==> config.mk <==
export PLATFORM = sky130hd
export DESIGN_NAME = isolation_tree_scorer
export DESIGN_NICKNAME = d
export VERILOG_FILES = /design/src/rtl/isolation_tree_scorer.sv
export SDC_FILE = /design/constraint.sdc
export NUM_CORES = 1
export LEC_CHECK = 0
export ABC_AREA = 1
export CAP_MARGIN = 0
export CORE_MARGIN = 1
export CORE_UTILIZATION = 50
export CTS_BUF_LIST = sky130_fd_sc_hd__clkbuf_16
export DETAILED_ROUTE_END_ITERATION = 8
export HOLD_SLACK_MARGIN = 0.12
export PLACE_DENSITY = 0.69
export SYNTH_ARGS = -nofsm -noshare
export SYNTH_HDL_FRONTEND = slang
export SYNTH_SLANG_ARGS = --single-unit
==> constraint.sdc <==
create_clock -name i_clk -period 11 [get_ports i_clk]
set_input_delay 1.65 -clock i_clk [delete_from_list [all_inputs] [get_ports i_clk]]
set_output_delay 1.65 -clock i_clk [all_outputs]
set_load 0.05 [all_outputs]
==> src/rtl/isolation_tree_scorer.sv <==
// Isolation-tree anomaly scorer: walks a runtime-loaded binary tree one level
// per clock and flags samples whose isolation path is shorter than a limit.
module isolation_tree_scorer #(
  parameter  int DATA_W   = 8,
  parameter  int NUM_FEAT = 2,
  parameter  int DEPTH    = 4,
  parameter  int COUNT_W  = 16,
  localparam int FSEL_W   = (NUM_FEAT > 1) ? $clog2(NUM_FEAT) : 1,
  localparam int ADDR_W   = DEPTH,
  localparam int LEN_W    = $clog2(DEPTH + 1),
  localparam int NODES    = (1 << DEPTH) - 1
) (
  input  logic                       i_clk,
  input  logic                       i_reset,
  input  logic                       i_in_valid,
  output logic                       o_in_ready,
  input  logic [NUM_FEAT*DATA_W-1:0] i_in_data,
  input  logic [LEN_W-1:0]           i_anom_len_thresh,
  input  logic                       i_cfg_we,
  input  logic [ADDR_W-1:0]          i_cfg_addr,
  input  logic [FSEL_W-1:0]          i_cfg_feat,
  input  logic [DATA_W-1:0]          i_cfg_thresh,
  input  logic                       i_cfg_leaf,
  output logic                       o_cfg_ready,
  output logic                       o_out_valid,
  input  logic                       i_out_ready,
  output logic                       o_anomaly_detected,
  output logic [LEN_W-1:0]           o_path_len,
  output logic [COUNT_W-1:0]         o_anomaly_count
);

  typedef enum logic [1:0] {IDLE, WALK, DONE} state_t;

  state_t              r_state;
  state_t              w_next;

  logic [DATA_W-1:0]   r_feat [NUM_FEAT];
  logic [LEN_W-1:0]    r_limit;
  logic [LEN_W-1:0]    r_depth;
  logic [LEN_W-1:0]    r_len;
  logic                r_anom;
  logic [COUNT_W-1:0]  r_count;
  // One extra bit: children of the deepest readable level overflow ADDR_W.
  logic [ADDR_W:0]     r_node;

  logic                r_leafTab   [NODES];
  logic [FSEL_W-1:0]   r_featTab   [NODES];
  logic [DATA_W-1:0]   r_threshTab [NODES];

  logic [ADDR_W-1:0]   w_nodeIdx;
  logic                w_atMax;
  logic                w_term;
  logic [FSEL_W-1:0]   w_fsel;
  logic [DATA_W-1:0]   w_thr;
  logic                w_goLeft;

  assign w_nodeIdx = r_node[ADDR_W-1:0];
  assign w_atMax   = (r_depth == LEN_W'(DEPTH));

  // At maximum depth the table is not consulted; that case behaves as a leaf.
  always_comb begin
    w_term = 1'b1;
    w_fsel = '0;
    w_thr  = '0;
    if (!w_atMax && (w_nodeIdx < ADDR_W'(NODES))) begin
      w_term = r_leafTab[w_nodeIdx];
      w_thr  = r_threshTab[w_nodeIdx];
      if (int'(r_featTab[w_nodeIdx]) < NUM_FEAT) begin
        w_fsel = r_featTab[w_nodeIdx];
      end
    end
  end

  assign w_goLeft = (r_feat[w_fsel] < w_thr);

  always_ff @(posedge i_clk or posedge i_reset) begin
    if (i_reset) begin
      r_state <= IDLE;
    end else begin
      r_state <= w_next;
    end
  end

  always_comb begin
    w_next = r_state;
    case (r_state)
      IDLE:    if (i_in_valid) w_next = WALK;
      WALK:    if (w_term)     w_next = DONE;
      DONE:    if (i_out_ready) w_next = IDLE;
      default: w_next = IDLE;
    endcase
  end

  always_ff @(posedge i_clk or posedge i_reset) begin
    if (i_reset) begin
      r_node  <= '0;
      r_depth <= '0;
      r_limit <= '0;
      r_len   <= '0;
      r_anom  <= 1'b0;
      r_count <= '0;
      for (int k = 0; k < NUM_FEAT; k++) begin
        r_feat[k] <= '0;
      end
    end else begin
      case (r_state)
        IDLE: begin
          if (i_in_valid) begin
            for (int k = 0; k < NUM_FEAT; k++) begin
              r_feat[k] <= i_in_data[k*DATA_W +: DATA_W];
            end
            r_limit <= i_anom_len_thresh;
            r_node  <= '0;
            r_depth <= '0;
          end
        end
        WALK: begin
          if (w_term) begin
            r_len  <= r_depth;
            r_anom <= (r_depth < r_limit);
          end else begin
            r_node  <= (r_node << 1) + (w_goLeft ? (ADDR_W+1)'(1) : (ADDR_W+1)'(2));
            r_depth <= r_depth + LEN_W'(1);
          end
        end
        DONE: begin
          if (i_out_ready && r_anom && (r_count != {COUNT_W{1'b1}})) begin
            r_count <= r_count + COUNT_W'(1);
          end
        end
        default: ;
      endcase
    end
  end

  // Writes land only in IDLE, so a walk always sees a stable table.
  always_ff @(posedge i_clk or posedge i_reset) begin
    if (i_reset) begin
      for (int n = 0; n < NODES; n++) begin
        r_leafTab[n]   <= 1'b1;
        r_featTab[n]   <= '0;
        r_threshTab[n] <= '0;
      end
    end else if (i_cfg_we && (r_state == IDLE) && (i_cfg_addr < ADDR_W'(NODES))) begin
      r_leafTab[i_cfg_addr]   <= i_cfg_leaf;
      r_featTab[i_cfg_addr]   <= i_cfg_feat;
      r_threshTab[i_cfg_addr] <= i_cfg_thresh;
    end
  end

  assign o_in_ready         = (r_state == IDLE);
  assign o_cfg_ready        = (r_state == IDLE);
  assign o_out_valid        = (r_state == DONE);
  assign o_anomaly_detected = r_anom;
  assign o_path_len         = r_len;
  assign o_anomaly_count    = r_count;

endmodule

# Word level (Yosys, flattened, before mapping)
# Index checks and enable logic that the tools add are counted.
# word_totals
regBits	198
inputBits	38
output_inout_bits	23
# classes
addsub	3
magnitude_cmp	8
eq_ne	8
n_mux	33
bitwise	3
reduce_logical	14
# ops
cell	count
bitwise mux 120 bit	1
two-way mux 8 bit	7
binary-select mux 8 bit (select 4 bit)	1
demux 8 bit (select 4 bit)	1
bitwise mux 15 bit	2
adder 16 x 1 -> 16 bit (second input constant)	1
inequality test 16 bit (second input constant)	1
greater-or-equal comparator 5 bit (second input constant)	2
NOT 4 -> 5 bit	2
binary-select mux 1 bit (select 4 bit)	2
less-than comparator 4 bit (second input constant)	2
less-than comparator 8 bit	1
two-way mux 2 bit	4
two-way mux 4 bit	2
case mux 4 bit (2 select lines)	1
two-way mux 1 bit	7
logical AND 1 bit	6
two-way mux 3 bit	2
inequality test 2 bit (second input constant)	3
case mux 2 bit (3 select lines)	1
case mux 3 bit (2 select lines)	1
AND reduction 2 bit	3
AND reduction 3 bit	2
less-than comparator 5 x 1 -> 1 bit (second input constant)	1
13 further kinds	13

# Longest topological paths before layout
# Gate-level depths: netlist (run 1).
# logic_depth
ltp_word	14
mapped_depth	23
depth_no_buf	22

# Least setup slack after synthesis (run 1)
# No wires, ideal clock.
# synth_path
path_kind	flip-flop to flip-flop
startpoint	register r_node[1]
endpoint	register r_node[3]
arrival_time_ns	2.799
required_time_ns	10.876
setup_slack_ns	8.077
path_stages_with_launch	19
path_buffers	3
period_less_slack_ns	2.923
path_cell_list	dfrtp_1 buf_6 nand2_2 inv_2 buf_4 buf_2 a221oi_1 a221oi_1 o21ai_0 ha_1 a21oi_1 nor2_1 a211oi_1 nand2_1 ha_1 ha_1 xor2_1 nand3_1 o21ai_1
# synth_via
elab_chain_len	14
elab_cells_between_ends	26
cone_classes	1 x add/sub; 2 x order compare; 1 x eq/ne; 18 x mux; 2 x bitwise; 2 x reduce/logical
# synth_rtl
element	line_no	source
start: declaration	44	logic [ADDR_W:0] r_node;
start signal: assignment	122	r_node <= (r_node << 1) + (w_goLeft ? (ADDR_W+1)'(1) : (ADDR_W+1)'(2));
NOT 4 -> 5 bit (not written as such)	66, 67, 69	
binary-select mux 1 bit (select 4 bit)	69	w_fsel = r_featTab[w_nodeIdx];
two-way mux 1 bit (not written as such) (2 in a row)	69	
two-way mux 1 bit	65	if (!w_atMax && (w_nodeIdx < ADDR_W'(NODES))) begin
NOT 1 -> 2 bit (not written as such)	74	assign w_goLeft = (r_feat[w_fsel] < w_thr);
two-way mux 8 bit (not written as such) (3 in a row)	74	
less-than comparator 8 bit	74	
two-way mux 2 bit	122	
adder 4 x 2 -> 4 bit	122	
two-way mux 4 bit	118	if (w_term) begin
case mux 4 bit (2 select lines)	106	case (r_state)
# Parallel ways exist; a longest one is shown, timed or not. The select of a mux whose other input is x is not followed.
# A chain may end at the register's enable or synchronous reset.

# Final worst setup path (run 1)
# layout_path
startpoint	register r_node[0]
endpoint	register r_node[3]
# Same word-level chain as after synthesis.

==> metrics, run 1 <==
Final Power 2.89 mW; row count 49; post-synthesis average cell area 8.70 µm²; Post-synth EDFFs 0; non-filler cells, final 1,305; clock sinks 198; Detailed Route WL 22,200 µm; CP required 11.31 ns; Mapped Nets 1,105; Hold-fix buffers, CTS 0; worst hold path type reg2reg; pin count of the biggest net entering global routing 130; drc violations 2; Worst setup SP type register; GRT Overall Usage 0.250; Starting Density 0.510; PortBufs 60; Crit Path Max Fanout 43; crit end category register; Num CTS Buffers 17; fraction of layout instances using a drive strength above 1 0.0716; Die Span X 137 µm; Ports 61; Pre-antenna DRT Iters 7; vias in the first global route 6,749; Tightest Pin Transition 1.07 ns; highest clock rate 0.227 GHz; Reg area 4970 µm²; crit share post-route 0.400; Max-slew headroom 0.284; DIE AREA 18,900 µm²; Pins Over Slew Limit 0; synth-to-layout area growth 12.8%; end of the critical path r_node[3]; via count 7,135; post-CTS setup buffer count 0; crit path time final 4.40 ns; first-pass GRT wire length 35,500 µm; 1st-iter DRT viols 643; Yosys warning count 0; max-cap violations 0; worst r2r dst r_node[3]; R2R Path Start r_node[0]; Pwr Density 280 nW/µm²; multi-input logic area 3570 µm²; Root Driver clkbuf_16; Worst-Skew Late Latency 0.43 ns; H-tree depth 4; Yosys cell types 37; via/cell ratio 5.47; maximum VDD drop 0.211 mV; Cell Area, Synth 9160 µm²; GPL Wtd Cong 0.830; TritonCTS clock tree built; R2R cell count 19; flop-to-flop setup slack 6.60 ns; ys flop type dfrtp_1; Core ar. 18,000 µm²; number of diodes 0; chip height 137 µm; hpwl dp 13,600 µm; crit path launch r_node[0]; post-synthesis register bit count 198; critical path class reg2reg; Pleak 4.85 nW; post-synthesis cell count 1,053; Layout Skew 0.0104 ns; final setup TNS 0 ns; Worst EP arrival 4.71 ns; status finished with violations; ANT nets after route 0; fin nets 1,115; final core utilization 0.575; Cells after DPL 1,273; Hold Fails Final Rpt 0; Seq/Total Area, Yosys 0.543; failing checks design-rule violations; initial antenna violation count 0; GRT overflow 0; hold slack 0.485 ns; filler cell count 1,649; wire per inst 17.0 µm; Reg clk slew, reported paths 0.07 ns; Post-CTS Resized 0; final setup fails 0; Max Root-Sink Buffers 2; RSZ-0062 raised after global routing no; Async SR Flop Fraction 1.00
[logic make-up (layout without fill, tap and decap cells)]
kind of cell | after synthesis | after routing | synth area share
xor+xnor | 16 | 16 | 0.0153
mux | 10 | 10 | 0.0123
simple gates | 400 | 400 | 0.177
fa+ha+maj | 14 | 14 | 0.0191
flops | 198 | 198 | 0.543
buf+inv | 140 | 163 | 0.0664
compound gates | 275 | 275 | 0.167
[report_power, final]
part           internal, mW  switching [mW]  leakage (nW)
combinational         0.375           0.621          2.04
clock                 0.360           0.282         0.297
sequential             1.05           0.197          2.51
[worst min path at each step]
stage	end	slack, ns	cells past startpoint	from
after global placement	r_threshTab[76]	0.46	2	r_threshTab[76]
after global routing	r_threshTab[106]	0.50	2	r_threshTab[106]
after CTS	r_threshTab[106]	0.49	2	r_threshTab[106]
final	r_featTab[1]	0.49	2	r_featTab[1]
after detailed placement	r_threshTab[76]	0.47	2	r_threshTab[76]
after floorplan	r_threshTab[17]	0.45	2	r_threshTab[17]
[layout by cell type (no fill, tap or decap), drive strengths merged, types with 2 or more instances in the layout]
master,instances
nand2,265
o21ai,222
dfrtp,183
nor2,80
inv,73
clkdlybuf4s50,60
nand3,39
a221oi,26
clkbuf,17
dfstp,15
a21oi,14
ha,14
xor2,10
mux2,10
o211ai,7
xnor2,6
nand4,6
nor3,5
clkinv,5
and3,4
o2111ai,3
bufinv,3
buf,3
clkinvlp,2
[state kept, by name (all words and copies together) (netlist names)]
| name | cells |
|---|---|
| r_depth | 3 |
| r_leafTab | 15 |
| r_featTab | 15 |
| o_path_len | 3 |
| r_limit | 3 |
| o_anomaly_count | 16 |
| r_state | 2 |
| r_node | 4 |
| r_threshTab | 120 |
| r_feat | 16 |
| o_anomaly_detected | 1 |
[metrics by stage]
stage	area (µm²)	setup slack, ns
6_report	10300	6.60
3_5_place_dp	9720	6.67
4_1_cts	10300	6.65
2_1_floorplan	9160	3.98
5_1_grt	10300	6.25
3_3_place_gp	9720	6.82
[cells in the mapped netlist, types with 2 or more instances]
library cell / instances / share of area
nand2_1: 261 / 0.11
o21ai_0: 203 / 0.11
dfrtp_1: 183 / 0.50
nor2_1: 78 / 0.032
inv_1: 62 / 0.025
clkbuf_1: 46 / 0.019
nand3_1: 38 / 0.021
a221oi_1: 26 / 0.025
o21ai_1: 19 / 0.010
dfstp_2: 15 / 0.043
a21oi_1: 14 / 0.0077
ha_1: 14 / 0.019
buf_2: 12 / 0.0066
mux2_2: 10 / 0.012
xor2_1: 10 / 0.0096
inv_2: 6 / 0.0025
o211ai_1: 6 / 0.0049
xnor2_1: 6 / 0.0057
buf_4: 5 / 0.0041
buf_6: 5 / 0.0061
nand4_1: 5 / 0.0034
and3_1: 4 / 0.0027
nor3_1: 4 / 0.0022
buf_1: 3 / 0.0012
nand2_2: 3 / 0.0020
o2111ai_1: 3 / 0.0029
nor2_2: 2 / 0.0014
[worst max-delay path, stage by stage, from the launching register on]
cell      delay, ns
dfrtp_1        0.39
inv_2          0.59
nand2_2        0.15
inv_2          0.57
nand2_1        0.10
nand3_1        0.11
nand3_1        0.10
nand2_1        0.13
nand2_1        0.24
mux2_2         0.38
ha_1           0.31
nand2_1        0.09
nor2_1         0.05
a211oi_1       0.26
nand2_1        0.10
ha_1           0.19
ha_1           0.19
xor2_1         0.14
nand3_1        0.09
o21ai_1        0.07
[layer usage]
metal  GRT usage  share of wire  vias to the layer above
met1       0.352           0.48                     3379
met3      0.0511          0.055                       23
met5           0              0                        -
li1            -              -                     3503
met2       0.396           0.46                      230
met4      0.0611          0.013                        0
[area by class of cell]
| class | count | area share |
|---|---|---|
| multi-input cells | 715 | 0.346 |
| flip-flops and latches | 198 | 0.482 |
| repair buffers | 63 | 0.0603 |
| clock inverters | 15 | 0.0173 |
| inverters | 68 | 0.0254 |
| clock buffers | 17 | 0.0412 |
| well taps | 229 | 0.0278 |
Power figures use the tool's default switching activity.
==> inputs of run 2 (changes only) <==
--- a/config.mk
+++ b/config.mk
@@ -12,7 +12,7 @@
 export CTS_BUF_LIST = sky130_fd_sc_hd__clkbuf_16
 export DETAILED_ROUTE_END_ITERATION = 8
 export HOLD_SLACK_MARGIN = 0.12
-export PLACE_DENSITY = 0.69
+export PLACE_DENSITY = 0.72
 export SYNTH_ARGS = -nofsm -noshare
 export SYNTH_HDL_FRONTEND = slang
 export SYNTH_SLANG_ARGS = --single-unit
==> constraint.sdc (replaced) <==
create_clock -name i_clk -period 3.75 [get_ports i_clk]
set_input_delay 0.5625 -clock i_clk [delete_from_list [all_inputs] [get_ports i_clk]]
set_output_delay 0.5625 -clock i_clk [all_outputs]
set_load 0.05 [all_outputs]
==> metrics, run 2 (same netlist as run 1, synthesis figures left out) <==
status completed; final setup fails 0; Starting Density 0.510; TritonCTS clock tree built; Pleak 4.97 nW; clock sinks 198; row count 49; PortBufs 60; hold path startpoint o_path_len[2]; Crit Path Max Fanout 14; chip height 137 µm; Pins Over Slew Limit 0; first-pass GRT wire length 37,300 µm; Max Root-Sink Buffers 2; fin nets 1,140; Worst Path Buf+Inv 3; via/cell ratio 5.65; crit path time final 3.36 ns; Crit-path slowest cell dfrtp_1; RSZ-0062 raised after global routing no; Worst EP arrival 3.69 ns; Pre-antenna DRT Iters 7; R2R Path Start r_node[0]; Die Span X 137 µm; Hold Fails Final Rpt 0; hpwl dp 15,400 µm; pin count of the biggest net entering global routing 66; wire per inst 17.7 µm; number of diodes 0; flop-to-flop setup slack 0.39 ns; Reg area 4970 µm²; Core ar. 18,000 µm²; Hold-fix buffers, CTS 0; CP top delay family simple AND/OR/NAND/NOR gates; maximum VDD drop 0.578 mV; Max-slew headroom 0.372; non-filler cells, final 1,330; CP peak stage delay 0.47 ns; Detailed Route WL 23,500 µm; synth-to-layout area growth 14.9%; H-tree depth 4; register with the most flip-flops r_threshTab; Worst-Skew Late Latency 0.45 ns; GPL Wtd Cong 0.880; worst hold path type reg2reg; Tightest Pin Transition 0.939 ns; Reg clk slew, reported paths 0.08 ns; worst r2r dst r_node[3]; most common cell after layout, fill and taps aside nand2_1; final setup TNS 0 ns; ANT nets after route 0; multi-input logic area 3570 µm²; initial antenna violation count 0; DIE AREA 18,900 µm²; CP Depth 22; Num CTS Buffers 17; Hold Crit Endpoint o_path_len[2]; crit share post-route 0.897; Cells after DPL 1,298; GRT Overall Usage 0.264; critical path's most frequent cell nand2_1; filler cell count 1,583; fraction of layout instances using a drive strength above 1 0.0936; Final Power 8.57 mW; Pwr Density 815 nW/µm²; crit end category register; critical path class reg2reg; GRT overflow 0; Worst setup SP type register; vias in the first global route 7,019; commonest cells after routing, fill and taps aside nand2_1, o21ai_0, dfrtp_1; worst-path cell chain buf_4 -> buf_4 -> nand3_1 -> nand2_1 -> nor2_1 -> nand2_1 -> nand3_1 -> nand2_1 -> nand2_1 -> buf_4 -> nand2_1 -> o21ai_0 -> ha_1 -> a21oi_1 -> nor2_1 -> a211oi_1 -> nand2_1 -> ha_1 -> ha_1 -> xor2_1 -> nand3_1 -> o21ai_1; drc violations 0; 1st-iter DRT viols 821; highest clock rate 0.297 GHz; Layout Skew 0.0110 ns; Ports 61; R2R cell count 22; max-cap violations 0; via count 7,511; WHS Path Cells 2; CP required 4.08 ns; Root Driver clkbuf_16; max reg flops 120
run 2: changes by cell type in the layout (fill, tap and decap cells not counted), moves of 3 or more:
cell	delta
buf_4	+23
clkinv_2	-3
bufinv_16	-3
clkinv_8	+3
inv_8	+3
run 2: power breakdown:
| part | leakage, nW | internal [mW] | switching [mW] |
|---|---|---|---|
| Combinational | 2.17 | 1.19 | 1.90 |
| Clock | 0.292 | 0.906 | 0.945 |
| Sequential | 2.51 | 3.08 | 0.555 |
| Total | 4.97 | 5.18 | 3.40 |
run 2: metrics by stage:
step,util,setup slack [ns],hold WS [ns],cell area [µm²]
finish,0.586,0.387,0.480,10500
global route,0.586,0.00748,0.493,10500
CTS,0.586,0.255,0.482,10500
detailed placement,0.553,0.289,0.463,9930
global placement,0.553,0.307,0.459,9930
floorplan,-,0.639,0.448,9160
run 2: layer usage:
metal / global-route usage / wire (µm) / vias to the layer above
li1: - / - / 3561
met1: 0.374 / 10700 / 3618
met2: 0.411 / 10900 / 291
met3: 0.0482 / 1430 / 41
met4: 0.0788 / 404 / 0
met5: 0 / 0 / -
run 2: worst max-delay path by stage:
stage | start | endpoint | slack, ns
2_1_floorplan | i_reset | o_anomaly_count[0] | 0.64
3_3_place_gp | r_node[0] | r_node[3] | 0.31
3_5_place_dp | r_node[0] | r_node[3] | 0.29
4_1_cts | r_node[0] | r_node[3] | 0.26
5_1_grt | r_node[0] | r_node[3] | 0.007
6_report | r_node[0] | r_node[3] | 0.39
run 2: worst register-to-register path: cells and delay by family, from the launching register on:
family,cells,cell delay (ns)
buf+inv,3,0.60
simple gates,11,0.86
flops,1,0.47
compound gates,4,0.52
xor+xnor,1,0.14
fa+ha+maj,3,0.68
run 2: area by class of cell:
cell class	instances	area share
timing repair buffer	88	0.0794
multi-input combinational	715	0.340
sequential	198	0.473
tap	229	0.0272
clock inverter	15	0.0160
inverter	68	0.0246
clock buffer	17	0.0404
run 2: timing repair:
action,CTS,global route
gates resized for setup,0,2
setup endpoints to repair,0,1
setup buffers,0,0
